--- src/rtl/ssf_lane_scheduler.sv ---
// ssf_lane_scheduler: staggered reset release and round-robin output arbiter
// for a bank of ssf lanes sharing one input stream.
//
// Optional feature: define SSF_SCHED_COLLISION_CNT_EN to build the saturating
// lost-result counter on `collisions`; otherwise the port is tied to zero.
//
// The arbiter runs in every state but only looks at released lanes. The
// round-robin pointer holds the last granted lane; the search starts one past it.
module ssf_lane_scheduler #(
  parameter int N_LANES = 39,
  parameter int STAGGER = 824,
  parameter int DW      = 32
) (
  input  logic                    clk,
  input  logic                    rst,
  input  logic                    start,
  input  logic                    stop,
  output logic [N_LANES-1:0]      lane_rst,
  input  logic [2*N_LANES-1:0]    lane_req_in,
  input  logic [2*N_LANES-1:0]    lane_out_en,
  input  logic [DW*N_LANES-1:0]   lane_io_out,
  output logic [DW-1:0]           io_out,
  output logic [1:0]              out_en,
  output logic [1:0]              req_in,
  output logic [5:0]              grant_id,
  output logic                    busy,
  output logic [15:0]             collisions
);

  localparam int CW = (STAGGER > 1) ? $clog2(STAGGER) : 1;

  typedef enum logic [1:0] {S_IDLE, S_STAGGER, S_RUN} state_t;

  state_t               state, state_n;
  logic [CW-1:0]        cnt, cnt_n;
  logic [6:0]           next_lane, next_lane_n;
  logic [N_LANES-1:0]   lane_rst_n;

  logic [N_LANES-1:0]   act;
  logic [N_LANES-1:0]   reqv;
  logic [N_LANES-1:0]   hi_act;
  logic [5:0]           rr_ptr;
  logic [5:0]           gidx, gidx_hi, gidx_lo;
  logic                 found;
  logic [DW-1:0]        gdata;

  // Sequencer state register
  always_ff @(posedge clk or posedge rst) begin
    if (rst) begin
      state     <= S_IDLE;
      cnt       <= '0;
      next_lane <= '0;
      lane_rst  <= '1;
    end else begin
      state     <= state_n;
      cnt       <= cnt_n;
      next_lane <= next_lane_n;
      lane_rst  <= lane_rst_n;
    end
  end

  // Sequencer next-state: stop wins over everything, start only counts in IDLE
  always_comb begin
    state_n     = state;
    cnt_n       = cnt;
    next_lane_n = next_lane;
    lane_rst_n  = lane_rst;
    if (stop) begin
      state_n     = S_IDLE;
      cnt_n       = '0;
      next_lane_n = '0;
      lane_rst_n  = '1;
    end else begin
      case (state)
        S_IDLE: begin
          lane_rst_n = '1;
          if (start) begin
            state_n       = S_STAGGER;
            cnt_n         = '0;
            next_lane_n   = 7'd1;
            lane_rst_n[0] = 1'b0;
          end
        end
        S_STAGGER: begin
          if (cnt == CW'(STAGGER - 1)) begin
            cnt_n       = '0;
            next_lane_n = next_lane + 7'd1;
            for (int k = 0; k < N_LANES; k++) begin
              if (int'(next_lane) == k) lane_rst_n[k] = 1'b0;
            end
            if (int'(next_lane) == N_LANES - 1) state_n = S_RUN;
          end else begin
            cnt_n = cnt + CW'(1);
          end
        end
        S_RUN: begin
          state_n = S_RUN;
        end
        default: begin
          state_n    = S_IDLE;
          lane_rst_n = '1;
        end
      endcase
    end
  end

  assign busy = (state == S_STAGGER);

  // Per-lane active/request qualification; lanes still in reset are ignored
  always_comb begin
    act  = '0;
    reqv = '0;
    for (int k = 0; k < N_LANES; k++) begin
      act[k]  = !lane_rst[k] && (lane_out_en[2*k +: 2] == 2'b01);
      reqv[k] = !lane_rst[k] && (lane_req_in[2*k +: 2] == 2'b01);
    end
  end

  // Round-robin pick: lowest active lane above the pointer, else lowest overall
  always_comb begin
    hi_act  = '0;
    gidx_hi = '0;
    gidx_lo = '0;
    for (int k = 0; k < N_LANES; k++) begin
      hi_act[k] = act[k] && (k > int'(rr_ptr));
    end
    for (int k = N_LANES - 1; k >= 0; k--) begin
      if (hi_act[k]) gidx_hi = 6'(k);
      if (act[k])    gidx_lo = 6'(k);
    end
    found = |act;
    gidx  = (|hi_act) ? gidx_hi : gidx_lo;
  end

  // Data mux for the granted lane
  always_comb begin
    gdata = '0;
    for (int k = 0; k < N_LANES; k++) begin
      if (gidx == 6'(k)) gdata = lane_io_out[DW*k +: DW];
    end
  end

  // Registered arbiter outputs and pointer; pointer returns to 0 on stop
  always_ff @(posedge clk or posedge rst) begin
    if (rst) begin
      rr_ptr   <= '0;
      io_out   <= '0;
      out_en   <= 2'b00;
      req_in   <= 2'b00;
      grant_id <= '0;
    end else begin
      if (stop)       rr_ptr <= '0;
      else if (found) rr_ptr <= gidx;
      io_out <= found ? gdata : '0;
      out_en <= {1'b0, found};
      if (found) grant_id <= gidx;
      req_in <= {1'b0, |reqv};
    end
  end

`ifdef SSF_SCHED_COLLISION_CNT_EN
  logic [6:0]  act_cnt;
  logic [16:0] coll_sum;

  // Count active released lanes this cycle
  always_comb begin
    act_cnt = '0;
    for (int k = 0; k < N_LANES; k++) begin
      act_cnt = act_cnt + 7'(act[k]);
    end
  end

  assign coll_sum = {1'b0, collisions} + 17'(act_cnt) - 17'd1;

  // Every active lane beyond the winner loses its result; saturate at all-ones
  always_ff @(posedge clk or posedge rst) begin
    if (rst) begin
      collisions <= '0;
    end else if (state == S_IDLE && start && !stop) begin
      collisions <= '0;
    end else if (act_cnt >= 7'd2) begin
      collisions <= coll_sum[16] ? 16'hFFFF : coll_sum[15:0];
    end
  end
`else
  assign collisions = 16'h0000;
`endif

endmodule
--- config.mk ---
export PLATFORM = sky130hd
export DESIGN_NAME = ssf_lane_scheduler
export DESIGN_NICKNAME = d
export VERILOG_FILES = /design/src/rtl/ssf_lane_scheduler.sv
export SDC_FILE = /design/constraint.sdc
export NUM_CORES = 1
export LEC_CHECK = 0
export ABC_AREA = 0
export CAP_MARGIN = 10
export CELL_PAD_IN_SITES_DETAIL_PLACEMENT = 0
export CELL_PAD_IN_SITES_GLOBAL_PLACEMENT = 1
export CORE_AREA = 2 2 592 594
export DETAILED_ROUTE_END_ITERATION = 8
export DIE_AREA = 0 0 594 596
export PLACE_DENSITY_LB_ADDON = 0.1
export SETUP_SLACK_MARGIN = 0.2
export SYNTH_ARGS = -nofsm -noshare
export SYNTH_HDL_FRONTEND = slang
export SYNTH_SLANG_ARGS = --single-unit
--- constraint.sdc ---
create_clock -name clk -period 5.1 [get_ports clk]
set_clock_uncertainty 0.2 [all_clocks]
set_input_delay 1.02 -clock clk [delete_from_list [all_inputs] [get_ports clk]]
set_output_delay 1.02 -clock clk [all_outputs]
set_load 0.01 [all_outputs]
# Word-level counts from Yosys, hierarchy flattened
# Cells that the tools add are included.
[classes]
n_addsub = 2
n_mux = 176
reduce_logical = 205
magnitude_cmp = 38
eq_ne = 199
[op_table]
columns = ["op", "n"]
rows = [
  ["32-bit 2-to-1 mux", 40],
  ["6-bit 2-to-1 mux", 80],
  ["2-bit by 1-bit == test with 1-bit output (second input constant)", 79],
  ["3-bit AND reduction", 41],
  ["3-bit by 2-bit != test with 1-bit output (second input constant)", 40],
  ["39-bit case mux with 3 select lines", 1],
  ["1-bit logical AND", 116],
  ["7-bit by 6-bit == test with 1-bit output (second input constant)", 16],
  ["6-bit by 5-bit == test with 1-bit output (second input constant)", 16],
  ["5-bit by 6-bit greater-than comparator with 1-bit output (first input constant)", 16],
  ["39-bit 2-to-1 mux", 2],
  ["39-bit OR reduction", 2],
  ["7-bit by 5-bit == test with 1-bit output (second input constant)", 8],
  ["7-bit == test (second input constant)", 7],
  ["6-bit by 4-bit == test with 1-bit output (second input constant)", 8],
  ["4-bit by 6-bit greater-than comparator with 1-bit output (first input constant)", 8],
  ["6-bit == test (second input constant)", 7],
  ["6-bit greater-than comparator (first input constant)", 7],
  ["1-bit 2-to-1 mux", 40],
  ["1-bit zero test", 39],
  ["38-bit OR reduction", 1],
  ["10-bit 2-to-1 mux", 3],
  ["7-bit by 4-bit == test with 1-bit output (second input constant)", 4],
  ["6-bit by 3-bit == test with 1-bit output (second input constant)", 4],
  ["other kinds (24)", 35],
]
[totals]
input_bits = 1408
reg_bits = 104
word_cells = 667

# Logic depth before layout (Yosys ltp)
# Gate-level depths: netlist of run 1.
[logic_depth]
word_depth = 83
ltp_mapped = 21
depth_no_buf = 14

# Least setup slack after synthesis of run 1
# Ideal clock, no wire load.
[synth_path]
path_type = "in2reg"
start = "input lane_out_en[35]"
end = "register io_out[8]"
stages = 16
t_required_ns = 4.776
t_arrival_ns = 4.402
path_slack_ns = 0.374
path_cell_list = "or3b_2 -> and2_1 -> o22a_1 -> and3_1 -> a211o_1 -> a22o_1 -> nor2_2 -> buf_6 -> buf_6 -> buf_4 -> buf_4 -> buf_2 -> mux4_2 -> a221oi_1 -> o211ai_1 -> o2bb2ai_1"
[synth_via]
elab_chain_cells = 62
elab_cells_between_ends = 120
cone_classes = "eq/ne: 39; mux: 76; reduce/logical: 5"
[synth_rtl]
columns = ["item", "line_no", "source"]
rows = [
  ["start: declaration", "20", "input logic [2*N_LANES-1:0] lane_out_en,"],
  ["2-bit by 1-bit == test with 1-bit output *", "114", "act[k] = !lane_rst[k] && (lane_out_en[2*k +: 2] == 2'b01);"],
  ["1-bit logical AND *", "114", ""],
  ["6-bit 2-to-1 mux or 1-bit logical AND (tied branches)", "129, 125", ""],
  ["6-bit 2-to-1 mux, on equally long branches (17 in a row)", "129, 128", ""],
  ["6-bit 2-to-1 mux", "132", "gidx = (|hi_act) ? gidx_hi : gidx_lo;"],
  ["6-bit zero test", "139", "if (gidx == 6'(k)) gdata = lane_io_out[DW*k +: DW];"],
  ["32-bit 2-to-1 mux (39 in a row)", "139", ""],
  ["32-bit 2-to-1 mux *", "154", "io_out <= found ? gdata : '0;"],
  ["end signal: assignment", "154", ""],
  ["end: declaration", "22", "output logic [DW-1:0] io_out,"],
]
# Every way passes the cells marked *; elsewhere a longest branch is shown, timed or not.
# A chain may end at the register's enable or synchronous reset.

# Final worst setup path of run 1
[layout_path]
start = "input lane_out_en[24]"
end = "register io_out[21]"
[layout_via]
elab_chain_cells = 57
elab_cells_between_ends = 110
cone_classes = "eq/ne: 39; mux: 66; reduce/logical: 5"
[layout_rtl]
columns = ["item", "line_no"]
rows = [
  ["2-bit by 1-bit == test with 1-bit output *", "114"],
  ["1-bit logical AND *", "114"],
  ["6-bit 2-to-1 mux or 1-bit logical AND (tied branches)", "129, 125"],
  ["6-bit 2-to-1 mux, on equally long branches (12 in a row)", "129, 128"],
  ["6-bit 2-to-1 mux", "132"],
  ["6-bit zero test", "139"],
  ["32-bit 2-to-1 mux (39 in a row)", "139"],
  ["32-bit 2-to-1 mux *", "154"],
]
# Marked as above.

==> results.txt, run 1 <==
- The later pin in the worst-skew pair is clocked with a latency of 0.48 ns.
- Dividing the final minimum period by the clock period gives 1.06.
- In the global route stage, met3 resource usage came out at 0.0647.
* Worst r2r dst: io_out[21]
- Maximum level of the CTS H-tree: 3
* Category of the worst setup path capture point: flop
* Number of endpoints with negative hold slack in the final report: 0
- Kind of start point of the critical path: input port
- Crit Path Max Fanout: 5
- TritonCTS built the clock tree.
* Via count of the first global-routing pass: 38776
- Relative max-transition margin: 0.361
* Post-placement cell area: 0.0476 mm²
* Violated checks: setup timing
* First-pass detailed-route iteration total: 8
- The critical path is of the input port to flop type.
- Final count of pins violating max slew: 0
- CP max-delay cell: sky130_fd_sc_hd__or4_4
* Gr ovfl total: 0
* Synth cell types: 112
- Post-route insts no fill: 10075
- Standard-cell row count: 217
* Post-synth EDFFs: 0
- Worst reg2reg path startpoint: rr_ptr[3]
* Top delay family on crit path: simple AND/OR/NAND/NOR gates
* Mean post-synth cell area: 6.83 µm²
* Final GP Congestion: 0.902
* Most crowded layer after global routing: met2
- Sink of the worst hold path: grant_id[1]
- FFs w/ async S/R, synth: 1.00
- Count of input and output buffers: 1487
- Post-DR vias/cell: 3.73
- In this run the horizontal extent of the chip is 594 µm.
* Number of DRC violations after detailed routing: 0
- For the worst flop-to-flop path, the logic depth is 23.
- In the final layout, the share of cells above drive strength 1 is 0.396.
- Across the run, the number of max-cap violations was 0.
- Setup repair after global routing could not meet its margin everywhere.
* WHS Path Cells: 2
* Met1 track utilization from global routing: 0.252
- The count of nets left with antenna violations once routing finished came out at 0.
* Critical path arrival: 5.54 ns
* Final non-filler cell area: 0.0568 mm²
- Root buffer cell: sky130_fd_sc_hd__clkbuf_16
- Most frequently used flop master after synthesis: sky130_fd_sc_hd__dfrtp_1
* Global-route usage over all layers: 0.228
* Detailed-route wire length per cell: 41.8 µm
- Largest net degree at the start of global routing: 56
* Buffering stage count on the worst path with inverters included: 10
- Clk slew on worst S/H paths: 0.11 ns
- Most common cell after layout, fill and taps aside: sky130_fd_sc_hd__clkdlybuf4s50_1
- Compared with the post-synthesis result, the final layout area differs by 208%.
- Actual transition at the worst max-transition pin: 0.954 ns
* Instance count of the mapped netlist: 2699
- Post-route setup slack: -0.284 ns
- Proportion of synthesized chip area in sequential cells: 0.144
- Wire length of the first global-routing pass: 508 mm
* Total number of vias: 37608
* Clock buffer depth: 2
- Top-level I/O count: 1506
* Core area: 0.348 mm²
* #FFs+latches synth: 104
- The signal on the critical path passes through dlygate4sd2_1 -> nor3b_4 -> or4_4 -> buf_4 -> or2_4 -> buf_4 -> a211o_1 -> nand4_1 -> nand2_2 -> buf_12 -> nand2_2 -> buf_12 -> nor4_4 -> buf_6 -> buf_12 -> a221oi_4 -> buf_4 -> nand4_1 -> buf_4 -> a211oi_4 -> buf_12 -> o221ai_4 -> and3_1.
* Cell area after synthesis: 0.0184 mm²
- Placed wire-length estimate after detailed placement: 373 mm
- Internal reg-to-reg setup slack: -0.23 ns
- Most frequent cells in the layout: 1418 x sky130_fd_sc_hd__clkdlybuf4s50_1, 944 x sky130_fd_sc_hd__buf_4, 381 x sky130_fd_sc_hd__nand2_1
* Maximum achievable frequency: 186 MHz
- For this configuration, the core starts out at a cell density of 0.0530.
- Antenna violations before repair: 416
- Once placement completed, the tool counted placed cells totaling 9611.
* Number of setup violations in the final report: 32
* Height of the die: 596 µm
- Status: complete, but fails checks
- Endpoint required time on the critical path: 5.25 ns
* Met2 Use GR: 0.425
- Number of clock sinks seen by CTS: 104
* Die Footprint: 0.354 mm²
* Initial DRC count: 2413
- Worst min path class: flop to flop
- The startpoint identified for the worst hold timing path is grant_id[1].
- The smallest clock period supported by the final layout is computed as 5.38 ns.
* Max stage delay on crit path: 0.54 ns
- For this run, the number of Yosys warnings is 0.
- In the final design database the tool counted 6785 nets.
- The final layout contains routed wiring with a total length of 421 mm.
* CTS Buf Count: 9
==> sequential cells by signal (all words and copies together), names as in the netlist <==
register,cells
grant_id,6
req_in,1
state,2
lane_rst,39
cnt,10
io_out,32
rr_ptr,6
out_en,1
next_lane,7
==> Yosys cell counts, types with 47 or more instances <==
cell / count / area [µm²]
sky130_fd_sc_hd__nor3_1: 47 / 235
sky130_fd_sc_hd__dfrtp_1: 65 / 1630
sky130_fd_sc_hd__mux2i_1: 47 / 470
sky130_fd_sc_hd__nand2_1: 421 / 1580
sky130_fd_sc_hd__a22o_1: 49 / 429
sky130_fd_sc_hd__buf_4: 55 / 413
sky130_fd_sc_hd__mux2_2: 48 / 541
sky130_fd_sc_hd__nand3_1: 97 / 485
sky130_fd_sc_hd__a21oi_1: 298 / 1490
sky130_fd_sc_hd__o21ai_0: 210 / 1050
sky130_fd_sc_hd__a22oi_1: 112 / 841
sky130_fd_sc_hd__buf_2: 100 / 500
sky130_fd_sc_hd__a221oi_1: 65 / 569
sky130_fd_sc_hd__clkbuf_1: 70 / 263
sky130_fd_sc_hd__nor2_1: 228 / 856
sky130_fd_sc_hd__nand4_1: 48 / 300
==> area by class of cell <==
cell class / count / area, µm²
Antenna cell: 104 / 260
Clock buffer: 9 / 225
Clock inverter: 7 / 71.3
Fill cell: 39461 / 291000
Inverter: 12 / 50.0
Multi-Input combinational cell: 2357 / 18600
Sequential cell: 104 / 2660
Tap cell: 4599 / 5750
Timing Repair Buffer: 2883 / 29200
==> worst reg2reg max path: cells and delay by family (launching register included) <==
kind	cells	cell delay [ns]
buffers and inverters	9	1.42
AOI/OAI and AO/OA	9	2.12
and+or+nand+nor	5	0.97
DFF	1	0.50
==> repair_timing <==
item | 4_1_cts | 5_1_grt
gates cloned | 6 | 8
hold buffers | 0 | 0
pin swaps | 291 | 191
buffers inserted | 248 | 82
endpoints found under the setup margin | 32 | 32
gates resized for setup | 1038 | 234
==> metrics by stage <==
step	hold WS (ns)	TNS (ns)	worst slack, ns	util
floorplan	0.259	0	0.374	-
global placement	0.265	-62.44	-2.87	0.137
detailed placement	0.269	-60.41	-2.42	0.137
CTS	0.296	-4.53	-0.326	0.157
global route	0.322	-8.11	-0.366	0.163
finish	0.294	-4.32	-0.284	0.163
==> worst max path at each step <==
| stage | startpoint | end | slack [ns] | cells after the start |
|---|---|---|---|---|
| final | lane_out_en[24] | io_out[21] | -0.28 | 23 |
| after global routing | lane_out_en[49] | io_out[21] | -0.37 | 21 |
| after CTS | lane_out_en[49] | io_out[29] | -0.33 | 20 |
| after detailed placement | lane_out_en[40] | io_out[31] | -2.42 | 23 |
| after global placement | lane_out_en[40] | io_out[14] | -2.87 | 20 |
| after floorplan | lane_out_en[35] | io_out[8] | 0.37 | 16 |
==> cells by family after synthesis <==
family | synth area share
mux | 0.0597
simple gates | 0.275
buf+inv | 0.0736
compound gates | 0.436
flops | 0.144
fa+ha+maj | 0.00679
xor+xnor | 0.00475
other cells | 0.000203
==> metal layers <==
metal,share of wire,up-vias
li1,-,15983
met1,0.38,18738
met2,0.51,1947
met3,0.065,738
met4,0.035,202
met5,0.0031,-
Power of run 1 is not shown: default switching activity piles up to over one toggle a cycle in this logic, so the estimate is an artifact.
==> run 2, diff against run 1 <==
--- a/config.mk
+++ b/config.mk
@@ -10,6 +10,7 @@
 export CELL_PAD_IN_SITES_DETAIL_PLACEMENT = 0
 export CELL_PAD_IN_SITES_GLOBAL_PLACEMENT = 1
 export CORE_AREA = 2 2 592 594
+export CTS_CLUSTER_SIZE = 40
 export DETAILED_ROUTE_END_ITERATION = 8
 export DIE_AREA = 0 0 594 596
 export PLACE_DENSITY_LB_ADDON = 0.1
==> results of run 2 <==
Final layout, timing and power as in run 1 (identical DEF).
Power of run 2 is left out for the same reason.
